--- src/rtl/run_det_pkg.sv ---
// run_det_pkg: shared definitions for the run-length detector.
//   mode_e      : qualification mode encoding (11 is reserved and behaves as UNIFORM)
//   is_uniform  : returns 1 when the low `width` bits of v are all-zero or all-one
package run_det_pkg;

  typedef enum logic [1:0] {
    MODE_UNIFORM = 2'b00,
    MODE_SAME    = 2'b01,
    MODE_MATCH   = 2'b10
  } mode_e;

  localparam int unsigned MAX_SYM_W = 64;

  // Width is a constant at every call site, so the loop unrolls into a
  // simple AND/NOR reduction over the live bits.
  function automatic logic is_uniform(input logic [MAX_SYM_W-1:0] v,
                                      input int unsigned width);
    logic all_one;
    logic all_zero;
    all_one  = 1'b1;
    all_zero = 1'b1;
    for (int unsigned i = 0; i < MAX_SYM_W; i++) begin
      if (i < width) begin
        all_one  = all_one & v[i];
        all_zero = all_zero & ~v[i];
      end
    end
    return all_one | all_zero;
  endfunction

endpackage

--- src/rtl/run_qualify.sv ---
// run_qualify: combinational classification of one input symbol.
//   w, pattern, last_sym : W-bit symbols
//   mode                 : qualification mode (see run_det_pkg::mode_e)
//   run_cnt              : current run length from the top
//   qual                 : sample extends (or restarts) a run
//   restart              : SAME mode saw a different uniform symbol mid-run
module run_qualify
  import run_det_pkg::*;
#(
  parameter int W     = 2,
  parameter int CNT_W = 3
) (
  input  logic [W-1:0]     w,
  input  logic [1:0]       mode,
  input  logic [W-1:0]     pattern,
  input  logic [W-1:0]     last_sym,
  input  logic [CNT_W-1:0] run_cnt,
  output logic             qual,
  output logic             restart
);

  logic uni;

  assign uni = is_uniform(MAX_SYM_W'(w), W);

  always_comb begin
    qual    = uni;
    restart = 1'b0;
    case (mode)
      MODE_MATCH: qual = (w == pattern);
      MODE_SAME: begin
        qual    = uni;
        restart = uni && (run_cnt != '0) && (w != last_sym);
      end
      default: qual = uni;
    endcase
  end

endmodule

--- src/rtl/run_detector.sv ---
// run_detector: asserts x once RUN_LEN consecutive qualifying symbols are seen.
//   clk, rst  : clock, synchronous active-high reset
//   en        : sample enable; state holds and hit clears when low
//   w         : input symbol (W bits)
//   mode      : 00 UNIFORM, 01 SAME, 10 MATCH, 11 as UNIFORM
//   pattern   : reference symbol for MATCH
//   x         : run complete (run_cnt == RUN_LEN)
//   InIdle    : no run in progress (run_cnt == 0)
//   hit       : one-cycle pulse when run_cnt first reaches RUN_LEN
//   run_cnt   : saturating run length (this register is the FSM state)
//   last_sym  : most recent qualifying symbol
module run_detector
  import run_det_pkg::*;
#(
  parameter int W       = 2,
  parameter int RUN_LEN = 4,
  // Derived from RUN_LEN; not intended to be overridden.
  parameter int CNT_W   = $clog2(RUN_LEN + 1)
) (
  input  logic             clk,
  input  logic             rst,
  input  logic             en,
  input  logic [W-1:0]     w,
  input  logic [1:0]       mode,
  input  logic [W-1:0]     pattern,
  output logic             x,
  output logic             InIdle,
  output logic             hit,
  output logic [CNT_W-1:0] run_cnt,
  output logic [W-1:0]     last_sym
);

  localparam logic [CNT_W-1:0] CNT_MAX = CNT_W'(RUN_LEN);

  logic [CNT_W-1:0] cnt_q, cnt_d;
  logic [W-1:0]     last_q, last_d;
  logic             hit_q, hit_d;
  logic             qual;
  logic             restart;

  run_qualify #(.W(W), .CNT_W(CNT_W)) u_qualify (
    .w        (w),
    .mode     (mode),
    .pattern  (pattern),
    .last_sym (last_q),
    .run_cnt  (cnt_q),
    .qual     (qual),
    .restart  (restart)
  );

  always_comb begin
    cnt_d  = cnt_q;
    last_d = last_q;
    hit_d  = 1'b0;
    if (en) begin
      if (!qual) begin
        cnt_d = '0;
      end else begin
        last_d = w;
        if (restart) begin
          cnt_d = CNT_W'(1);
        end else if (cnt_q != CNT_MAX) begin
          cnt_d = cnt_q + CNT_W'(1);
        end
        // Only the step into saturation fires; staying saturated does not.
        hit_d = (cnt_d == CNT_MAX) && (cnt_q != CNT_MAX);
      end
    end
  end

  always_ff @(posedge clk) begin
    if (rst) begin
      cnt_q  <= '0;
      last_q <= '0;
      hit_q  <= 1'b0;
    end else begin
      cnt_q  <= cnt_d;
      last_q <= last_d;
      hit_q  <= hit_d;
    end
  end

  // Moore decode from the registered count only.
  assign x        = (cnt_q == CNT_MAX);
  assign InIdle   = (cnt_q == '0);
  assign hit      = hit_q;
  assign run_cnt  = cnt_q;
  assign last_sym = last_q;

endmodule

--- config.mk ---
export PLATFORM = sky130hd
export DESIGN_NAME = run_detector
export DESIGN_NICKNAME = d
export VERILOG_FILES = /design/src/rtl/run_det_pkg.sv /design/src/rtl/run_qualify.sv /design/src/rtl/run_detector.sv
export SDC_FILE = /design/constraint.sdc
export NUM_CORES = 1
export LEC_CHECK = 0
export ABC_AREA = 1
export BUFFER_PORTS_ARGS = -buffer_cell sky130_fd_sc_hd__buf_2
export CAP_MARGIN = 0
export CORE_AREA = 10 10 47 49
export CTS_CLUSTER_SIZE = 24
export DETAILED_ROUTE_END_ITERATION = 16
export DIE_AREA = 0 0 57 59
export PLACE_DENSITY = 0.59
export SLEW_MARGIN = 5
export SYNTH_ARGS = -nofsm -noshare
export SYNTH_HDL_FRONTEND = slang
export SYNTH_SLANG_ARGS = --single-unit
export TNS_END_PERCENT = 10
--- constraint.sdc ---
create_clock -name clk -period 1.4 [get_ports clk]
set_input_delay 0.42 -clock clk [delete_from_list [all_inputs] [get_ports clk]]
set_output_delay 0.42 -clock clk [all_outputs]
set_load 0.02 [all_outputs]
* After elaboration in Yosys (flattened, before gate mapping)
Cells that the tools add are included.
Operators by class: $add $sub $neg 1, equality and inequality tests 7, mux-type cells 7, bitwise operators 7, reductions and logical operators 7
Operators with widths (number):
- 2-to-1 mux 3 bit | 5
- equality test 3 bit (second input constant) | 2
- NOT 1 bit | 4
- adder 3 x 1 -> 3 bit (second input constant) | 1
- logical AND 1 bit | 3
- zero test 3 bit | 1
- inequality test 3 bit (second input constant) | 1
- nonzero test 3 bit | 1
- OR reduction 3 bit | 1
- bitwise AND 1 bit | 2
- equality test 2 x 1 -> 1 bit (second input constant) | 1
- equality test 2 bit | 1
- equality test 2 bit (second input constant) | 1
- 2-to-1 mux 1 bit | 2
- inequality test 2 bit | 1
- AND reduction 2 bit | 1
- bitwise OR 1 bit | 1
Storage, ports and cells: register bits 6, output and inout bits 8, word-level logic and storage cells 32

* Logic depth before layout (Yosys ltp)
Gate-level depths: netlist (run 1).
word-level depth 11, depth in mapped cells 9

* Modules after synthesis
A second synthesis (run 1) with hierarchy kept.
Second synthesis, totals: cells, all modules 77, area, all modules 461.7 um^2
By module, submodules not included:
- run_detector | times used 1, cells an instance 43, area each 327.8 um^2, seq. area each 120.1 um^2
- run_qualify | times used 1, cells an instance 34, area each 133.9 um^2, seq. area each 0.0 um^2

* Worst setup path after synthesis (run 1)
OpenSTA, ideal clock, no wires.
path type register -> output, from register cnt_q[0] (netlist: run_cnt[0]), to output port x, arrival time 1.011 ns, setup slack -0.031 ns, stages on the path, launching flop included 5, path buffers 0, path through dfxtp_1 inv_1 ha_1 nand2_1 inv_1
On the way: cells in the longest elaborated chain, start to end 1
RTL lines:
- start: declaration | line run_detector.sv:35 | logic [CNT_W-1:0] cnt_q, cnt_d;
- start signal: assignment | line run_detector.sv:77 | cnt_q <= cnt_d;
- equality test 3 bit | line run_detector.sv:84 | assign x = (cnt_q == CNT_MAX);
- end: declaration | line run_detector.sv:26 | output logic x,
Every way passes these cells.

* Worst setup path in the final report (run 1)
from register cnt_q[0] (netlist: run_cnt[0]), to output port InIdle
On the way: cells in the longest elaborated chain, start to end 1
RTL lines:
- zero test 3 bit | line run_detector.sv:85 | assign InIdle = (cnt_q == '0);
- end: declaration | line run_detector.sv:27 | output logic InIdle,
Every way passes these cells.

==> reports/metrics.sh, run 1 <==
OUTCOME='finished with violations'
FAILED_CHECKS='negative setup slack'
SYNTH_TOP_CELLS_BY_COUNT='35 x nand2_1, 14 x inv_1, 7 x nor2_1'
DIE_W_UM=57
POST_SYNTH.CELL_AREA_AVG_UM2=5.715
SYNTHESIS.INSTANCES=81
CTS-HTREE-LEVELS=1
FLOORPLAN.INITIALDENSITY_PCT=33.04
FIRST_ITER_VIOLATIONS=7
DIE-HEIGHT_UM=59
GRT_PASS1_VIAS=510
SLEW_VIOL_FINAL=0
CLKLATENCYLATEPIN_PS=240
DESIGN_AREA_UM2=654.4
POWER.NET_SWITCHING_mW=0.1455
STARTPOINT='run_cnt[0]'
PATH_CELLS='inv_2 > ha_4 > nand2_2 > inv_2 > buf_6'
LARGEST_NET_DEGREE_AT_THE_START_OF_GLOBAL_ROUTING=8
GRT_USE_TOTAL_PCT=7.273
POST_SYNTH_NUM_CELL_TYPES=15
ANTENNA_FOUND_INITIAL=0
SYNTH.CELL_AREA_UM2=462.9
P_PER_AREA_nW_PER_UM2=732.6
LEAKAGE_nW=0.3616
SETUP.WORST_PATH.CLASS='reg -> out'
TIMING.CRITICAL_PATH.FANOUT_MAX=3
INTERNAL-POWER_mW=0.3339
POWER_mW=0.4794
CTS_MADE_BUFFERS=3
WORST_EP_ARRIVAL_TIME_PS=1000
CRITICAL_PATH.ENDPOINT_TYPE='output port'
YS_DOMINANT_REG_CELL='dfxtp_1'
PLACE_HPWL_UM=969.3
PLACED_CELL_AREA_UM2=571.8
CLOCK_POWER_SHARE_PCT=31.6
CTS-HOLD-FIX-BUFFERS=0
DRIVE_ABOVE_1_SHARE_PCT=38.46
PERIOD_SHARE_PCT=101.7
FINISH.CELL_COUNT_WITHOUT_FILLERS=120
PORT-BUFFER-COUNT=16
HOLD_PATH_CLASS='in -> reg'
FINCLKSKEW_PS=0.9379
WORST_R2R_SRC='run_cnt[0]'
DR_TOTAL_VIAS=509
CRITICAL_PATH.TOP_DELAY_FAMILY='flip-flops'
SYNTH_FP_NETS=92
ROUTED_WIRE_LENGTH_PER_INSTANCE_UM=10.03
SYNTH_TO_FINAL_AREA_CHANGE_PCT=41.35
CP.REQUIRED_PS=980
SINK_COUNT=6
DRC=0
SEQ_POWER_SHARE_PCT=38.9
CP_NUM_BUF_INV=3
VIA_DENSITY_PER_INSTANCE=4.242
GP_CONGESTION=0.7102
MOST_FREQUENT_CELL_AFTER_SYNTHESIS='nand2_1'
ROOT_BUFFER='clkbuf_4'
FINALCRITICALPERIOD_PS=1423
CRITPATHMAXSTAGEDELAY_PS=330
PROPORTION_OF_REGISTER_BITS_WITH_ASYNCHRONOUS_SET_OR_RESET_AFTER_SYNTHESIS_PCT=0
SYNTH_ENABLE_FLOP_CELLS=0
TIMING.FMAX_MHz=702.7
POSTSYNTHREGISTERBITS=6
IO-PIN-COUNT=17
TIGHTEST_SLEW_PS=206.8
NETSWITCHINGFRACTION_PCT=30.36
SYNTH.TOP_CELL.AREA_SHARE_PCT=28.38
FIRST_PASS_ITERS=4
YOSYSSEQAREASHARE_PCT=25.95
STD_CELL_ROWS=14
TIMING.CRITICAL_PATH.SLOWEST_STAGE_CELL='dfxtp_2'
POST-SYNTH-TOP-AREA-CELL='nand2_1'
P_COMB_SHARE_PCT=29.5
DETAIL_ROUTE.WIRELENGTH_UM=1203
ANTENNA_CELLS=0
SLEW_HEADROOM_PCT=86.18
GRT.OVERFLOW.TOTAL=0
NUM-NETS-FINAL=117
CLK_TRANSITION_REPORTED_PATHS_PS=40
YOSYSWARNINGCOUNT=0
SYNTH_AREA_LEADERS='nand2_1 28%, dfxtp_1 26%, inv_1 11%, nor2_1 5.7%, ha_1 5.4%'
DRV.MAX_CAP_VIOLATION_COUNT=0
CRITPATHMOSTFREQUENTCELL='inv_2'
FINAL_HOLD_VIOL_COUNT=0
FINALSETUPVIOLATIONS=2
DIEAREA_UM2=3363
PRE_CTS_SLACK_PS=30.87
HOLDCRITSTARTPOINT='rst'
PLACEDCELLCOUNT=114
TRITONCTS='built'
CORE_UM2=1401
PEAK_VDD_IR_mV=0.5171
CP_STARTPOINT_KIND='register'
RSZ0062_AT_GRT='true'
GRT_FIRST_PASS_WIRELENGTH_UM=1994
CLOCK_TREE.BUFFER_DEPTH=2
ROUTE.ANTENNA.REMAINING_NETS=0
WORST_SLACK_PS=-23.16
final cells by class:
class | count | area [um2]
fillers | 152 | 747.0
multi-input cells | 59 | 305.3
flip-flops and latches | 6 | 123.9
repair buffers | 20 | 122.6
inverters | 16 | 60.06
clock buffers | 3 | 22.52
well taps | 16 | 20.02
sequential cells by signal (all words and copies together), names as in the netlist:
register	flops
hit	1
last_sym	2
run_cnt	3
per-stage QoR:
| stage | hold slack [ps] | util [%] | TNS, ps |
|---|---|---|---|
| finish | 394.3 | 46.70 | -44.97 |
| global route | 402.2 | 46.70 | -119.7 |
| detailed placement | 491.2 | 40.80 | 0 |
| CTS | 383.7 | 45.71 | -62.75 |
| floorplan | 475.1 | - | 0 |
| global placement | 489.3 | 40.80 | 0 |
path summary, 6_finish.rpt:
kind / endpoint / slack [ps] / cells past startpoint
min reg2reg: run_cnt[2] / 510 / 2
max reg2reg: run_cnt[1] / 140 / 9
max: InIdle / -20 / 5
min: run_cnt[0] / 390 / 2
layer usage:
metal | global-route usage (%) | share of wire (%) | vias up
li1 | - | - | 289
met1 | 7.757 | 44 | 207
met2 | 10.70 | 46 | 11
met3 | 4.077 | 9.3 | 2
met4 | 5.034 | 0.83 | 0
met5 | 0 | 0 | -
cells in the final DEF (no fill, tap or decap), drive strengths merged:
| cell | instances |
|---|---|
| nand3b | 1 |
| ha | 2 |
| dfxtp | 6 |
| nand3 | 2 |
| clkbuf | 3 |
| buf | 20 |
| nand2 | 37 |
| xor2 | 1 |
| inv | 16 |
| a21oi | 6 |
| o21ai | 2 |
| nor2 | 8 |
power by group through the flow:
stage | registers (mW) | clock network, mW | logic (mW)
floorplan | 0.199 | 0 | 0.0718
global placement | 0.190 | 0 | 0.122
detailed placement | 0.190 | 0 | 0.123
CTS | 0.186 | 0.162 | 0.137
global route | 0.187 | 0.171 | 0.160
finish | 0.186 | 0.151 | 0.142
repair_timing:
item	in CTS	in global routing
gates resized for setup	13	3
pin swaps	2	1
endpoints found under the setup margin	2	3
setup buffers	2	1
cells by family (layout without fill, tap and decap cells):
family | count (synthesis) | in the layout | synth area share (%)
AND/OR/NAND/NOR | 48 | 48 | 41.89
buffers and inverters | 16 | 39 | 12.97
AO/OA/AOI/OAI | 8 | 8 | 11.89
flip-flops | 6 | 6 | 25.95
adder cells (fa/ha/maj) | 2 | 2 | 5.405
XOR/XNOR | 1 | 1 | 1.892
(Power assumes the default switching activity.)
==> run 2: changes to the inputs <==
==> constraint.sdc (replaced) <==
create_clock -name clk -period 1.6 [get_ports clk]
set_input_delay 0.48 -clock clk [delete_from_list [all_inputs] [get_ports clk]]
set_output_delay 0.48 -clock clk [all_outputs]
set_load 0.02 [all_outputs]
==> run 2 against run 1 <==
Effect of this change:
- the flow now finishes without violations
- clock skew barely moved
- utilization fell by 2.4 points
- critical path type unchanged
- sequential share of layout area rose by 0.83 points
- register-to-register slack improved by 250 ps
- first-iteration DRC count rose by 14%
- final area fell by 5.2%
==> reports/metrics.sh, run 2 (same netlist as run 1, synthesis figures left out) <==
SLEW_HEADROOM_PCT=85.24  # -0.94 points
RSZ0062_AT_GRT='false'
CLKLATENCYLATEPIN_PS=230  # about the same
CLOCK_TREE.BUFFER_DEPTH=2  # unchanged
DIE_W_UM=57  # unchanged
CRITICAL_PATH.ENDPOINT_TYPE='output port'
SINK_COUNT=6  # unchanged
DRIVE_ABOVE_1_SHARE_PCT=33.33  # -5.1 points
CRITPATHMAXSTAGEDELAY_PS=330  # about the same
PATH_CELLS='inv_2 > ha_4 > nand2_2 > inv_1 > buf_4'
STD_CELL_ROWS=14  # unchanged
SETUP.WORST_PATH.CLASS='reg -> out'
CTS-HOLD-FIX-BUFFERS=0  # unchanged
CTS-HTREE-LEVELS=1  # unchanged
OUTCOME='complete, no violations'
TNS_PS=0  # +44.97 ps
TIGHTEST_SLEW_PS=220.9  # +14.13 ps
CTS_MADE_BUFFERS=3  # unchanged
DR_TOTAL_VIAS=525  # +3.1%
TIMING.REG2REG.WORST_PATH_DEPTH=7  # -2
DRV.MAX_CAP_VIOLATION_COUNT=0  # unchanged
ROUTED_WIRE_LENGTH_PER_INSTANCE_UM=9.847  # -1.8%
PERIOD_SHARE_PCT=95.03
HOLD_DEPTH=2  # unchanged
NUM-NETS-FINAL=115  # -1.7%
FINCLKSKEW_PS=1.178  # +0.2399 ps
GRT.OVERFLOW.TOTAL=0  # unchanged
POWER_mW=0.4074  # -15%
CLK_TRANSITION_REPORTED_PATHS_PS=40  # about the same
CP_NUM_BUF_INV=3  # unchanged
VIA_DENSITY_PER_INSTANCE=4.449  # +4.9%
FIRST_ITER_VIOLATIONS=8  # +1
PLACE_HPWL_UM=950.7  # -1.9%
INTERNAL-POWER_mW=0.2854  # -15%
CRITICAL_PATH.TOP_DELAY_FAMILY='flip-flops'
DETAIL_ROUTE.WIRELENGTH_UM=1162  # -3.4%
SEQCELLAREA_UM2=122.6  # -1.0%
SEQ_POWER_SHARE_PCT=39.9  # +1.0 points
CLOCK_POWER_SHARE_PCT=32.2  # +0.6 points
P_COMB_SHARE_PCT=27.9  # -1.6 points
ANTENNA_CELLS=0  # unchanged
DRC=0  # unchanged
ROOT_BUFFER='clkbuf_4'
SLEW_VIOL_FINAL=0  # unchanged
HOLD_PATH_END='run_cnt[0]'
PORT-BUFFER-COUNT=16  # unchanged
LARGEST_NET_DEGREE_AT_THE_START_OF_GLOBAL_ROUTING=8  # unchanged
CP.REQUIRED_PS=1120  # +140 ps
ANTENNA_FOUND_INITIAL=0  # unchanged
ROUTE.ANTENNA.REMAINING_NETS=0  # unchanged
TIMING.CRITICAL_PATH.FANOUT_MAX=4  # +1
HOLDCRITSTARTPOINT='rst'
HOLD_PATH_CLASS='in -> reg'
DIEAREA_UM2=3363  # unchanged
GRT_PASS1_VIAS=525  # +2.9%
WORST_R2R_SRC='run_cnt[0]'
GP_CONGESTION=0.7566  # +6.5%
FF2FF_SETUP_SLACK_PS=390  # +250 ps
R2R_END='run_cnt[2]'
TIMING.FMAX_MHz=657.7
FLOORPLAN.INITIALDENSITY_PCT=33.04  # unchanged
CP_STARTPOINT_KIND='register'
MULTIINPUTGATEAREA_UM2=297.8  # -2.5%
FIRST_PASS_ITERS=4  # unchanged
LARGEST_REGISTER_FFS=3  # unchanged
GRT_USE_TOTAL_PCT=7.007  # -0.27 points
TIMING.CRITICAL_PATH.SLOWEST_STAGE_CELL='dfxtp_2'
MOSTFREQUENTLAYOUTCELLS='34 x nand2_1, 15 x buf_2, 12 x inv_1'
CORE_UM2=1401  # unchanged
LEAKAGE_nW=0.3484  # -3.7%
NFILLCELLS=175  # +15%
PEAK_VDD_IR_mV=0.3692  # -29%
IO-PIN-COUNT=17  # unchanged
P_PER_AREA_nW_PER_UM2=656.4  # -10%
POWER.NET_SWITCHING_mW=0.1219  # -16%
FINALSETUPVIOLATIONS=0  # -2
GRT_FIRST_PASS_WIRELENGTH_UM=1980  # -0.70%
MOST_FREQUENT_STANDARD_CELL_IN_THE_LAYOUT_EXCLUDING_FILL_AND_TAP_CELLS='nand2_1'
DIE-HEIGHT_UM=59  # unchanged
NETSWITCHINGFRACTION_PCT=29.93  # -0.42 points
FINALCRITICALPERIOD_PS=1520
WORST_EP_ARRIVAL_TIME_PS=1040  # +40 ps
FINAL_HOLD_VIOL_COUNT=0  # unchanged
TRITONCTS='built'
SYNTH_TO_FINAL_AREA_CHANGE_PCT=34.05
## run 2: cell type report
cell class / instances / area share [%]
Tap cell: 16 / 3.226
Clock buffer: 3 / 3.629
Timing Repair Buffer: 18 / 15.73
Inverter: 16 / 9.677
Multi-Input combinational cell: 59 / 47.98
Sequential cell: 6 / 19.76
## run 2: power groups by stage
| stage | sequential, mW | combinational, mW | clock, mW |
|---|---|---|---|
| after detailed placement | 0.165 | 0.108 | 0 |
| final | 0.163 | 0.114 | 0.131 |
| after floorplan | 0.173 | 0.0628 | 0 |
| after CTS | 0.162 | 0.112 | 0.138 |
| after global placement | 0.165 | 0.106 | 0 |
| after global routing | 0.163 | 0.131 | 0.147 |
## run 2: worst max path at each step
| stage | startpoint | endpoint | slack, ps | depth (start not counted) |
|---|---|---|---|---|
| 2_1_floorplan | run_cnt[0] | x | 110 | 4 |
| 3_3_place_gp | w[0] | last_sym[0] | 170 | 9 |
| 3_5_place_dp | run_cnt[0] | x | 120 | 5 |
| 4_1_cts | run_cnt[0] | InIdle | 1 | 5 |
| 5_1_grt | run_cnt[0] | x | 2 | 5 |
| 6_report | run_cnt[1] | x | 80 | 5 |
## run 2: worst reg2reg max path, cell delays in order, from the launching register on
cell	delay, ps
dfxtp_2	310
buf_4	130
ha_1	200
nand3b_1	80
o21ai_0	80
a21oi_1	150
nand2_2	70
a21oi_1	120
## run 2: metal layers
layer	track usage, %	share of wire [%]	vias to the layer above
li1	-	-	285
met1	6.905	44	223
met2	13.49	50	15
met3	2.361	5.0	2
met4	2.013	1.3	0
met5	0	0	-
## run 2: stage by stage
step           hold WS [ps]  cells  utilization [%]  worst slack (ps)  cell area [um2]
2_1_floorplan         542.4     81                -             108.6            462.9
3_3_place_gp          496.1    114            40.71             167.3            570.5
3_5_place_dp          507.5    114            40.71             122.6            570.5
4_1_cts               445.4    118            43.48             1.328            609.3
5_1_grt               462.6    118            44.29             2.192            620.6
6_report              452.9    118            44.29             79.56            620.6
## run 2: timing repair
item,CTS,global route
endpoints found under the setup margin,2,2
gates resized for setup,4,4
endpoints found under the hold margin,0,0
pin swaps,0,1
buffers inserted,1,0
